File: config.mk
export PLATFORM = sky130hd
export DESIGN_NAME = uart_result_sender
export DESIGN_NICKNAME = d
export VERILOG_FILES = /design/src/rtl/uart_result_sender_pkg.sv /design/src/rtl/uart_tx_serializer.sv /design/src/rtl/uart_result_sender.sv
export SDC_FILE = /design/constraint.sdc
export NUM_CORES = 1
export LEC_CHECK = 0
export CORE_MARGIN = 1
export CORE_UTILIZATION = 30
export CTS_CLUSTER_SIZE = 40
export DETAILED_ROUTE_END_ITERATION = 16
export PLACE_DENSITY = 0.48
export SLEW_MARGIN = 20
export SYNTH_ARGS = -nofsm -noshare
export SYNTH_HDL_FRONTEND = slang
export SYNTH_HIERARCHICAL = 1
export SYNTH_SLANG_ARGS = --single-unit
File: constraint.sdc
create_clock -name clk -period 2.8 [get_ports clk]
set_input_delay 0.7 -clock clk [delete_from_list [all_inputs] [get_ports clk]]
set_output_delay 0.7 -clock clk [all_outputs]
set_load 0.01 [all_outputs]
File: src/rtl/uart_result_sender_pkg.sv
// Shared definitions for the result-sender frame path: sync byte, frame FSM
// encoding, baud divider helper and frame layout shared with the receive-side loader.
package uart_result_sender_pkg;

  localparam logic [7:0]  SYNC_BYTE            = 8'hA5;
  // SYNC + size + checksum surround the N*N data bytes
  localparam int unsigned FRAME_OVERHEAD_BYTES = 3;

  typedef enum logic [2:0] {
    ST_IDLE,
    ST_SYNC,
    ST_SIZE,
    ST_FETCH,
    ST_WAIT,
    ST_SEND,
    ST_CSUM,
    ST_FIN
  } state_e;

  function automatic int unsigned baud_div(input int unsigned clk_hz, input int unsigned baud);
    return clk_hz / baud;
  endfunction

endpackage

File: src/rtl/uart_tx_serializer.sv
// 8N1 bit serializer: start bit, 8 data bits LSB first, stop bit, each held DIV clocks.
module uart_tx_serializer #(
  parameter int unsigned DIV = 16
) (
  input  logic       clk,
  input  logic       rst,
  input  logic       load,
  input  logic [7:0] din,
  output logic       ready,
  output logic       tx_line
);

  localparam int unsigned CW = $clog2(DIV);

  logic          busy_q, busy_d;
  logic [9:0]    shift_q, shift_d;
  logic [3:0]    bit_q, bit_d;
  logic [CW-1:0] baud_q, baud_d;

  always_ff @(posedge clk or posedge rst) begin
    if (rst) begin
      busy_q  <= 1'b0;
      shift_q <= '1;
      bit_q   <= '0;
      baud_q  <= '0;
    end else begin
      busy_q  <= busy_d;
      shift_q <= shift_d;
      bit_q   <= bit_d;
      baud_q  <= baud_d;
    end
  end

  always_comb begin
    busy_d  = busy_q;
    shift_d = shift_q;
    bit_d   = bit_q;
    baud_d  = baud_q;
    if (!busy_q) begin
      // Baud counter restarts on load so the start bit is a full DIV clocks
      if (load) begin
        busy_d  = 1'b1;
        shift_d = {1'b1, din, 1'b0};
        bit_d   = '0;
        baud_d  = '0;
      end
    end else if (baud_q == CW'(DIV - 1)) begin
      baud_d  = '0;
      shift_d = {1'b1, shift_q[9:1]};
      bit_d   = bit_q + 4'd1;
      if (bit_q == 4'd9) busy_d = 1'b0;
    end else begin
      baud_d = baud_q + CW'(1);
    end
  end

  assign ready   = !busy_q;
  assign tx_line = busy_q ? shift_q[0] : 1'b1;

endmodule

File: src/rtl/uart_result_sender.sv
// Reads result matrix C from memory and sends it over UART as one framed packet:
// SYNC, N, N*N data bytes (row-major), 8-bit checksum of N and data.
module uart_result_sender
  import uart_result_sender_pkg::*;
#(
  parameter int unsigned CLK_HZ = 50_000_000,
  parameter int unsigned BAUD   = 9600,
  parameter int unsigned MAX_N  = 8,
  parameter int unsigned ADDR_W = 6,
  parameter logic [7:0]  SYNC   = SYNC_BYTE
) (
  input  logic              clk,
  input  logic              rst,
  input  logic              start,
  input  logic [7:0]        size,
  output logic              mem_rd,
  output logic [ADDR_W-1:0] mem_addr,
  input  logic [7:0]        mem_data,
  output logic              tx_line,
  output logic              busy,
  output logic              done
);

  localparam int unsigned DIV = baud_div(CLK_HZ, BAUD);
  localparam int unsigned IW  = $clog2(MAX_N) + 1;

  state_e         state_q, state_d;
  logic [IW-1:0]  n_q, n_d, i_q, i_d, j_q, j_d;
  logic [7:0]     csum_q, csum_d, data_q, data_d;
  logic           ser_load, ser_ready;
  logic [7:0]     ser_din;
  logic           row_end, last_elem;

  uart_tx_serializer #(.DIV(DIV)) u_ser (
    .clk     (clk),
    .rst     (rst),
    .load    (ser_load),
    .din     (ser_din),
    .ready   (ser_ready),
    .tx_line (tx_line)
  );

  assign row_end   = (j_q == n_q - IW'(1));
  assign last_elem = row_end && (i_q == n_q - IW'(1));
  assign mem_addr  = ADDR_W'(32'(i_q) * 32'(MAX_N) + 32'(j_q));

  always_ff @(posedge clk or posedge rst) begin
    if (rst) begin
      state_q <= ST_IDLE;
      n_q     <= '0;
      i_q     <= '0;
      j_q     <= '0;
      csum_q  <= '0;
      data_q  <= '0;
    end else begin
      state_q <= state_d;
      n_q     <= n_d;
      i_q     <= i_d;
      j_q     <= j_d;
      csum_q  <= csum_d;
      data_q  <= data_d;
    end
  end

  always_comb begin
    state_d = state_q;
    n_d     = n_q;
    i_d     = i_q;
    j_d     = j_q;
    csum_d  = csum_q;
    data_d  = data_q;
    unique case (state_q)
      ST_IDLE: if (start) begin
        n_d     = (size > 8'(MAX_N)) ? IW'(MAX_N) : IW'(size);
        i_d     = '0;
        j_d     = '0;
        csum_d  = '0;
        state_d = ST_SYNC;
      end
      ST_SYNC: if (ser_ready) state_d = ST_SIZE;
      ST_SIZE: if (ser_ready) begin
        csum_d  = csum_q + 8'(n_q);
        state_d = (n_q == '0) ? ST_CSUM : ST_FETCH;
      end
      ST_FETCH: state_d = ST_WAIT;
      ST_WAIT: begin
        data_d  = mem_data;
        state_d = ST_SEND;
      end
      // The next element is fetched while this one is still on the line
      ST_SEND: if (ser_ready) begin
        csum_d = csum_q + data_q;
        if (row_end) begin
          j_d = '0;
          i_d = i_q + IW'(1);
        end else begin
          j_d = j_q + IW'(1);
        end
        state_d = last_elem ? ST_CSUM : ST_FETCH;
      end
      ST_CSUM: if (ser_ready) state_d = ST_FIN;
      ST_FIN:  if (ser_ready) state_d = ST_IDLE;
      default: state_d = ST_IDLE;
    endcase
  end

  always_comb begin
    mem_rd   = 1'b0;
    ser_load = 1'b0;
    ser_din  = SYNC;
    done     = 1'b0;
    busy     = (state_q != ST_IDLE);
    unique case (state_q)
      ST_SYNC:  ser_load = ser_ready;
      ST_SIZE: begin
        ser_load = ser_ready;
        ser_din  = 8'(n_q);
      end
      ST_FETCH: mem_rd = 1'b1;
      ST_SEND: begin
        ser_load = ser_ready;
        ser_din  = data_q;
      end
      ST_CSUM: begin
        ser_load = ser_ready;
        ser_din  = csum_q;
      end
      ST_FIN:  done = ser_ready;
      default: ;
    endcase
  end

endmodule

==> results.json, run 1 <==
{
  "status": "complete, no violations",
  "synth-async-reset-ratio": 1.00,
  "antenna_found_initial": 0,
  "ir_drop_uv": 269,
  "slowest_stage": "clkdlybuf4s50_1",
  "p_switching_uw": 459,
  "met3_usage": 0.0396,
  "track_usage": 0.158,
  "die_h_um": 113,
  "pwr-share-comb": 0.048,
  "netlist_instances": 391,
  "path_common_cell": "inv_1",
  "ant_nets": 0,
  "fin_setup_tns_ns": 0,
  "ys.flop_type": "dfrtp_1",
  "crit_path_end_kind": "output port",
  "final_cells": 578,
  "initial_core_util": 0.308,
  "rrSetupSlack_ns": 0.20,
  "syn-cell-area_um2": 3700,
  "wl_um": 9230,
  "avgSynthCellArea_um2": 9.46,
  "setup_violations": 0,
  "drtIter0Drc": 126,
  "clock-sinks": 58,
  "maxCapViolCount": 0,
  "cts.htree.levels": 3,
  "met2_usage": 0.253,
  "drtPass1Iterations": 4,
  "worstSetupStartpointType": "register",
  "required_ns": 2.10,
  "grt_max_degree": 32,
  "clkPwrFrac": 0.534,
  "cts-root-buf": "clkbuf_16",
  "period_needed_ns": 2.61,
  "yosysSeqAreaShare": 0.396,
  "crit_type": "reg -> out",
  "sw_frac_of_total": 0.226,
  "io_pins": 29,
  "fin_crit_sh": 0.933,
  "yosysUniqueCellTypes": 64,
  "slew_headroom": 0.512,
  "crit_chain": "inv_1, ha_1, nor2b_1, inv_1, clkdlybuf4s50_1",
  "power_density_nw_per_um2": 458,
  "num-nets-final": 465,
  "drc": 0,
  "routed_via_density": 5.21,
  "cp_max_fo": 7,
  "gp_congestion": 0.748,
  "via_count": 3013,
  "dp_hpwl_um": 6620,
  "postCtsSetupBuffers": 0,
  "final-max-slew-violation-count": 0,
  "placed_cells": 562,
  "grt_overflow": 0,
  "final_common_cell": "nand2_1",
  "wl_per_cell_um": 16.0,
  "synth_edf_count": 0,
  "fin_ws_ns": 0.189,
  "met1_usage": 0.206,
  "rsz0062_at_grt": "no",
  "dieArea_um2": 12800,
  "pwr-share-seq": 0.418,
  "grt_pass1_vias": 3002,
  "syn-num-nets": 430,
  "p_leak_nw": 1.94,
  "total_power_mw": 2.04,
  "grt_pass1_wl_um": 15400,
  "yosys_register_bits": 58,
  "place_ws_ns": 0.108,
  "area_growth_syn_to_layout_pct": 20.3,
  "tightest_slew_ns": 0.729,
  "worstHoldPathType": "reg -> reg",
  "cts_buffer_depth": 2,
  "row_count": 40,
  "crit_path_max_incr_delay_ns": 0.47,
  "clkTransAtPathRegs_ns": 0.06,
  "fmax_mhz": 383,
  "grt.busiest_layer": "met2",
  "p_int_mw": 1.58,
  "cts_buffers": 9,
  "drive_gt1_frac": 0.142,
  "ys_warn_count": 6,
  "mostFrequentLayoutCells": "52 x nand2_1, 49 x dfrtp_1, 28 x clkdlybuf4s50_1",
  "cts_tree": "done",
  "clkLatencyLatePin_ns": 0.34,
  "core-area_um2": 12000,
  "hold_viol": 0,
  "fin_skew_ns": 0.00823,
  "io_buffer_count": 28,
  "arrival_ns": 1.91,
  "diodes": 0,
  "die_w_um": 113
}
==> per-stage QoR <==
step,util,hold WS (ns),instance area (um2)
after floorplan,-,0.447,3700
after detailed placement,0.346,0.470,4160
after global routing,0.370,0.501,4450
after CTS,0.370,0.479,4450
final,0.370,0.474,4450
after global placement,0.346,0.464,4160
==> critical path: cells and delay by family (launching register included) <==
kind	cells	cell delay [ns]
buf+inv	3	0.63
flops	1	0.41
simple gates	1	0.25
fa+ha+maj	1	0.29
==> Yosys cell counts (5+ instances only) <==
cell type / n / area [um2]
nand2_1: 52 / 195
dfrtp_1: 49 / 1230
o21ai_0: 28 / 140
inv_1: 22 / 82.6
ha_1: 19 / 238
nor2_1: 18 / 67.6
a21oi_1: 15 / 75.1
nand3_1: 15 / 75.1
mux2_2: 10 / 113
dfstp_2: 9 / 236
clkbuf_1: 8 / 30.0
o22ai_1: 8 / 50.1
a22o_1: 7 / 61.3
o22a_1: 7 / 61.3
and2_1: 6 / 37.5
nand4_1: 6 / 37.5
nor3_1: 6 / 30.0
o211ai_1: 6 / 45.0
o21a_1: 6 / 45.0
a31oi_1: 5 / 31.3
and3_1: 5 / 31.3
nor2b_1: 5 / 31.3
xnor2_1: 5 / 43.8
xor2_1: 5 / 43.8
==> worst paths after layout <==
| kind | startpoint | end | depth (start not counted) |
|---|---|---|---|
| setup / recovery | state_q[0]$_DFFE_PP0P_ | busy | 5 |
| hold / removal | u_ser/shift_q[8]$_DFFE_PP1P_ | u_ser/shift_q[8]$_DFFE_PP1P_ | 2 |
| setup reg to reg | state_q[1]$_DFFE_PP0P_ | csum_q[7]$_DFFE_PP0P_ | 11 |
| hold reg to reg | u_ser/shift_q[8]$_DFFE_PP1P_ | u_ser/shift_q[8]$_DFFE_PP1P_ | 2 |
| max in group asynchronous | rst | data_q[1]$_DFFE_PP0P_ | 3 |
| min in group asynchronous | rst | u_ser/baud_q[7]$_DFFE_PP0P_ | 3 |
==> routing by layer <==
| metal | routed length (um) | vias to the layer above |
|---|---|---|
| met5 | 0 | - |
| met4 | 142 | 0 |
| met3 | 362 | 10 |
| met2 | 4180 | 54 |
| met1 | 4550 | 1445 |
| li1 | - | 1504 |
==> flip-flops by register name (all words and copies together) (netlist names) <==
signal and count:
u_ser/busy_q 1, csum_q 8, i_q 4, j_q 4
u_ser/bit_q 4, u_ser/baud_q 13, u_ser/shift_q 9, n_q 4
data_q 8, state_q 3
==> timing repair <==
action,CTS,global route
gates resized for setup,0,2
endpoints found under the setup margin,0,2
hold buffers,0,0
==> power groups by stage <==
stage	Clock (mW)	Sequential, mW	Combinational [mW]
after global placement	0	0.865	0.100
after floorplan	0	0.862	0.0550
after detailed placement	0	0.865	0.100
after CTS	1.12	0.851	0.101
after global routing	1.16	0.851	0.111
final	1.09	0.851	0.0982
==> final cells by class <==
cell class	instances	area, um2
tap	147	184
fill	1233	7560
multi-input combinational	293	2050
sequential	58	1460
timing repair buffer	41	378
clock buffer	10	229
clock inverter	6	57.6
inverter	23	86.3
==> kinds of logic (layout without fill, tap and decap cells) <==
family                     count (synthesis)  after routing  share of synthesized area
and+or+nand+nor                          139            139                      0.198
buffers and inverters                     40             80                     0.0504
DFF                                       58             58                      0.396
muxes                                     12             12                     0.0359
adders and majority gates                 20             20                     0.0697
xor gates and xnor gates                  14             14                     0.0497
AOI/OAI and AO/OA                        108            108                      0.201
No activity file was read; power rests on OpenSTA's default activity.
==> run 2: changes to the inputs <==
--- a/config.mk
+++ b/config.mk
@@ -7,2 +7,4 @@
 export LEC_CHECK = 0
+export CELL_PAD_IN_SITES_DETAIL_PLACEMENT = 0
+export CELL_PAD_IN_SITES_GLOBAL_PLACEMENT = 1
 export CORE_MARGIN = 1
@@ -11,3 +13,4 @@
 export DETAILED_ROUTE_END_ITERATION = 16
-export PLACE_DENSITY = 0.48
+export PLACE_DENSITY = 0.59
+export SKIP_CTS_REPAIR_TIMING = 1
 export SLEW_MARGIN = 20
==> constraint.sdc (replaced) <==
create_clock -name clk -period 2.8 [get_ports clk]
set_input_delay 0.42 -clock clk [delete_from_list [all_inputs] [get_ports clk]]
set_output_delay 0.42 -clock clk [all_outputs]
set_load 0.01 [all_outputs]
==> results.json, run 2 (same netlist as run 1, synthesis figures left out) <==
{
  "ir_drop_uv": 233,
  "fin_setup_tns_ns": 0,
  "gp_congestion": 0.746,
  "arrival_ns": 2.81,
  "cts_tree": "done",
  "fin_skew_ns": 0.00566,
  "grt_max_degree": 32,
  "clkLatencyLatePin_ns": 0.33,
  "p_int_mw": 1.49,
  "drive_gt1_frac": 0.139,
  "area_growth_syn_to_layout_pct": 19.6,
  "ant_nets": 0,
  "dpl_cell_area_um2": 4160,
  "pwr-share-comb": 0.051,
  "crit_path_max_incr_delay_ns": 0.38,
  "multi_input_area_um2": 2050,
  "placed_cells": 562,
  "cts_buffers": 9,
  "drtIter0Drc": 128,
  "pwr-share-seq": 0.440,
  "wl_um": 9130,
  "num-nets-final": 465,
  "io_buffer_count": 28,
  "final-max-slew-violation-count": 0,
  "crit_path_end_kind": "register",
  "crit_chain": "inv_1, ha_1, and2_1, buf_4, nand2_1, o21ai_0, ha_1, and4_1, o2111a_1, a211o_1, a211o_1",
  "place_ws_ns": 0.165,
  "period_needed_ns": 2.59,
  "routed_via_density": 5.23,
  "required_ns": 3.02,
  "top_regs": "u_ser/baud_q: 13 flops, u_ser/shift_q: 9 flops",
  "dieArea_um2": 12800,
  "cts_buffer_depth": 2,
  "fmax_mhz": 386,
  "seq_area_um2": 1460,
  "design_area_um2": 4420,
  "fin_util": 0.368,
  "sw_frac_of_total": 0.231,
  "hold_viol": 0,
  "drtPass1Iterations": 4,
  "slowest_stage": "dfrtp_1",
  "final_cells": 578,
  "clkPwrFrac": 0.508,
  "grt_pass1_vias": 2976,
  "via_count": 3025,
  "die_w_um": 113,
  "clock-sinks": 58,
  "grt_pass1_wl_um": 15400,
  "total_power_mw": 1.93,
  "drc": 0,
  "wl_per_cell_um": 15.8,
  "cp_max_fo": 8,
  "p_switching_uw": 446,
  "fin_crit_sh": 0.924,
  "power_density_nw_per_um2": 437,
  "slew_headroom": 0.424,
  "cts.htree.levels": 3,
  "rsz0062_at_grt": "no",
  "core-area_um2": 12000,
  "worstHoldPathType": "reg -> reg",
  "row_count": 40,
  "clkTransAtPathRegs_ns": 0.05,
  "antenna_found_initial": 0,
  "track_usage": 0.158,
  "maxCapViolCount": 0,
  "p_leak_nw": 1.93,
  "setup_violations": 0,
  "grt_overflow": 0,
  "cts-root-buf": "clkbuf_16",
  "initial_core_util": 0.308,
  "dp_hpwl_um": 6720,
  "status": "complete, no violations",
  "crit_type": "reg -> reg",
  "worstSetupStartpointType": "register",
  "cpLargestDelayFamily": "compound AO/OA/AOI/OAI gates",
  "largest_register": "u_ser/baud_q",
  "tightest_slew_ns": 0.863,
  "fin_ws_ns": 0.212,
  "diodes": 0,
  "die_h_um": 113,
  "mostFrequentLayoutCells": "52 x nand2_1, 49 x dfrtp_1, 28 x clkdlybuf4s50_1",
  "fin_hold_ws_ns": 0.482,
  "fill_cells": 1231,
  "final_common_cell": "nand2_1",
  "io_pins": 29,
  "path_buf_inv": 2,
  "largest_register_ffs": 13
}
==> run 2: metal layers <==
| metal | share of wire | routed length (um) | GRT usage |
|---|---|---|---|
| met5 | 0 | 0 | 0 |
| met4 | 0.016 | 142 | 0.0588 |
| met3 | 0.040 | 361 | 0.0375 |
| met2 | 0.47 | 4260 | 0.249 |
| met1 | 0.48 | 4360 | 0.210 |
==> run 2: area by class of cell <==
class	instances	share of cell area
clock inverters	6	0.00792
flip-flops and latches	58	0.331
repair buffers	41	0.0854
inverters	23	0.0195
multi-input cells	293	0.463
well taps	147	0.0416
clock buffers	10	0.0518
==> run 2: power by group through the flow <==
stage	clock [mW]	combinational, mW	sequential, mW
6_report	0.983	0.0989	0.851
3_5_place_dp	0	0.100	0.865
5_1_grt	1.05	0.111	0.851
4_1_cts	1.02	0.101	0.851
3_3_place_gp	0	0.0997	0.865
2_1_floorplan	0	0.0550	0.862
==> run 2: final timing paths <==
check                                           start                           end  slack [ns]  depth (start not counted)
max                            state_q[1]$_DFFE_PP0P_         csum_q[7]$_DFFE_PP0P_        0.21                         11
min                        u_ser/bit_q[3]$_DFFE_PP0P_    u_ser/bit_q[3]$_DFFE_PP0P_        0.48                          1
max reg2reg                    state_q[1]$_DFFE_PP0P_         csum_q[7]$_DFFE_PP0P_        0.21                         11
min reg2reg                u_ser/bit_q[3]$_DFFE_PP0P_    u_ser/bit_q[3]$_DFFE_PP0P_        0.48                          1
max in group asynchronous                         rst  u_ser/shift_q[7]$_DFFE_PP1P_        1.51                          3
min in group asynchronous                         rst         data_q[4]$_DFFE_PP0P_        0.52                          3
==> run 2: worst reg2reg max path: stages, from the launching register on <==
cell	delay [ns]
dfrtp_1	0.38
inv_1	0.08
ha_1	0.19
and2_1	0.21
buf_4	0.18
nand2_1	0.06
o21ai_0	0.08
ha_1	0.33
and4_1	0.22
o2111a_1	0.24
a211o_1	0.26
a211o_1	0.24
==> run 3: changes to the inputs <==
Settings changed: CORE_UTILIZATION 30 to 41, PLACE_DENSITY 0.59 to 0.76, TNS_END_PERCENT set to 5.
==> results.json, run 3 (same netlist as run 1, synthesis figures left out) <==
{
  "reg2reg_from": "state_q[1]$_DFFE_PP0P_",
  "cts_buffer_depth": 2,
  "io_pins": 29,
  "clock-sinks": 58,
  "drtPass1Iterations": 4,
  "crit_path_end_kind": "register",
  "crit_type": "reg -> reg",
  "cp_max_fo": 8,
  "top_regs": "u_ser/baud_q: 13 flops, u_ser/shift_q: 9 flops",
  "final_cells": 540,
  "r2r_cells": 11,
  "multi_input_area_um2": 2050,
  "die_h_um": 97.0,
  "arrival_ns": 2.82,
  "rsz0062_at_grt": "no",
  "drc": 0,
  "placed_cells": 524,
  "grt_max_degree": 32,
  "mostFrequentLayoutCells": "52 x nand2_1, 49 x dfrtp_1, 28 x clkdlybuf4s50_1",
  "worstHoldPathType": "reg -> reg",
  "fin_crit_sh": 0.927,
  "fin_ws_ns": 0.205,
  "dieArea_um2": 9400,
  "core-area_um2": 8720,
  "seq_area_um2": 1460,
  "area_growth_syn_to_layout_pct": 17.8,
  "p_leak_nw": 1.92,
  "final_common_cell": "nand2_1",
  "grt_pass1_wl_um": 15000,
  "fmax_mhz": 385,
  "wl_per_cell_um": 16.2,
  "timing.rr.end": "csum_q[7]$_DFFE_PP0P_",
  "fin_skew_ns": 0.00995,
  "ant_nets": 0,
  "fin_setup_tns_ns": 0,
  "dp_hpwl_um": 6390,
  "initial_core_util": 0.424,
  "routed_via_density": 5.73,
  "tightest_slew_ns": 0.483,
  "via_count": 3095,
  "drtIter0Drc": 181,
  "place_ws_ns": 0.195,
  "cts_buffers": 9,
  "fin_hold_ws_ns": 0.488,
  "largest_register_ffs": 13,
  "status": "complete, no violations",
  "track_usage": 0.198,
  "gp_congestion": 0.809,
  "fill_cells": 825,
  "setup_violations": 0,
  "hold_end": "u_ser/shift_q[1]$_DFFE_PP1P_",
  "diodes": 0,
  "period_needed_ns": 2.59,
  "rrSetupSlack_ns": 0.21,
  "total_power_mw": 1.86,
  "row_count": 34,
  "clkLatencyLatePin_ns": 0.34,
  "slew_headroom": 0.677,
  "hold_start": "u_ser/shift_q[1]$_DFFE_PP1P_",
  "final-max-slew-violation-count": 0,
  "hold_path_depth": 2,
  "num-nets-final": 466,
  "maxCapViolCount": 0,
  "cts_tree": "done",
  "antenna_found_initial": 0,
  "ir_drop_uv": 218,
  "grt_pass1_vias": 3047,
  "power_density_nw_per_um2": 428,
  "io_buffer_count": 28,
  "drive_gt1_frac": 0.144,
  "worstSetupStartpointType": "register",
  "cts-root-buf": "clkbuf_8",
  "clkTransAtPathRegs_ns": 0.07,
  "grt_overflow": 0,
  "largest_register": "u_ser/baud_q",
  "required_ns": 3.03,
  "hold_viol": 0,
  "cts.htree.levels": 3,
  "die_w_um": 97.0,
  "wl_um": 8770
}
[run 3: changes by cell type in the layout (fill, tap and decap cells not counted)]
cell | previous run | this run
clkbuf_8 | 0 | 12
clkbuf_1 | 1 | 0
buf_4 | 13 | 14
clkbuf_16 | 9 | 0
clkinv_2 | 4 | 1
clkinvlp_4 | 2 | 1
bufinv_16 | 0 | 2
[run 3: per-layer routing]
layer / up-vias / wire length (um) / global-route usage / part of all wire
li1: 1510 / - / - / -
met1: 1518 / 4240 / 0.271 / 0.48
met2: 58 / 4100 / 0.312 / 0.47
met3: 9 / 336 / 0.0354 / 0.038
met4: 0 / 89 / 0.0746 / 0.010
met5: - / 0 / 0 / 0
[run 3: how the worst max path moves through the flow]
stage / from / end / slack [ns] / cells after the start
floorplan: state_q[1]$_DFFE_PP0P_ / csum_q[7]$_DFFE_PP0P_ / 0.05 / 12
global placement: state_q[0]$_DFFE_PP0P_ / csum_q[7]$_DFFE_PP0P_ / 0.26 / 9
detailed placement: state_q[1]$_DFFE_PP0P_ / csum_q[7]$_DFFE_PP0P_ / 0.20 / 10
CTS: state_q[1]$_DFFE_PP0P_ / csum_q[7]$_DFFE_PP0P_ / 0.20 / 10
global route: state_q[1]$_DFFE_PP0P_ / csum_q[6]$_DFFE_PP0P_ / 0.04 / 13
finish: state_q[1]$_DFFE_PP0P_ / csum_q[7]$_DFFE_PP0P_ / 0.21 / 11
[run 3: cell type report]
class / count / share of cell area
flip-flops and latches: 58 / 0.336
clock buffers: 12 / 0.0379
clock inverters: 4 / 0.0167
well taps: 108 / 0.0310
multi-input cells: 293 / 0.470
inverters: 23 / 0.0198
repair buffers: 42 / 0.0885
[run 3: per-stage QoR]
| step | cell area (um2) | utilization |
|---|---|---|
| 2_1_floorplan | 3700 | - |
| 3_3_place_gp | 4120 | 0.472 |
| 3_5_place_dp | 4120 | 0.472 |
| 4_1_cts | 4360 | 0.499 |
| 5_1_grt | 4360 | 0.499 |
| 6_report | 4360 | 0.499 |
[run 3: critical path: stages (launching register included)]
cell and delay (ns):
dfrtp_1 0.38, inv_1 0.09, ha_1 0.19, and2_1 0.21, buf_4 0.18, nand2_1 0.06, o21ai_0 0.08, ha_1 0.33
and4_1 0.22, o2111a_1 0.24, a211o_1 0.26, a211o_1 0.24
[run 3: power by group]
part	internal (mW)	total [mW]	switching, mW
sequential	0.844	0.849	0.00491
clock	0.573	0.915	0.343
combinational	0.0508	0.0979	0.0472
total	1.47	1.86	0.395
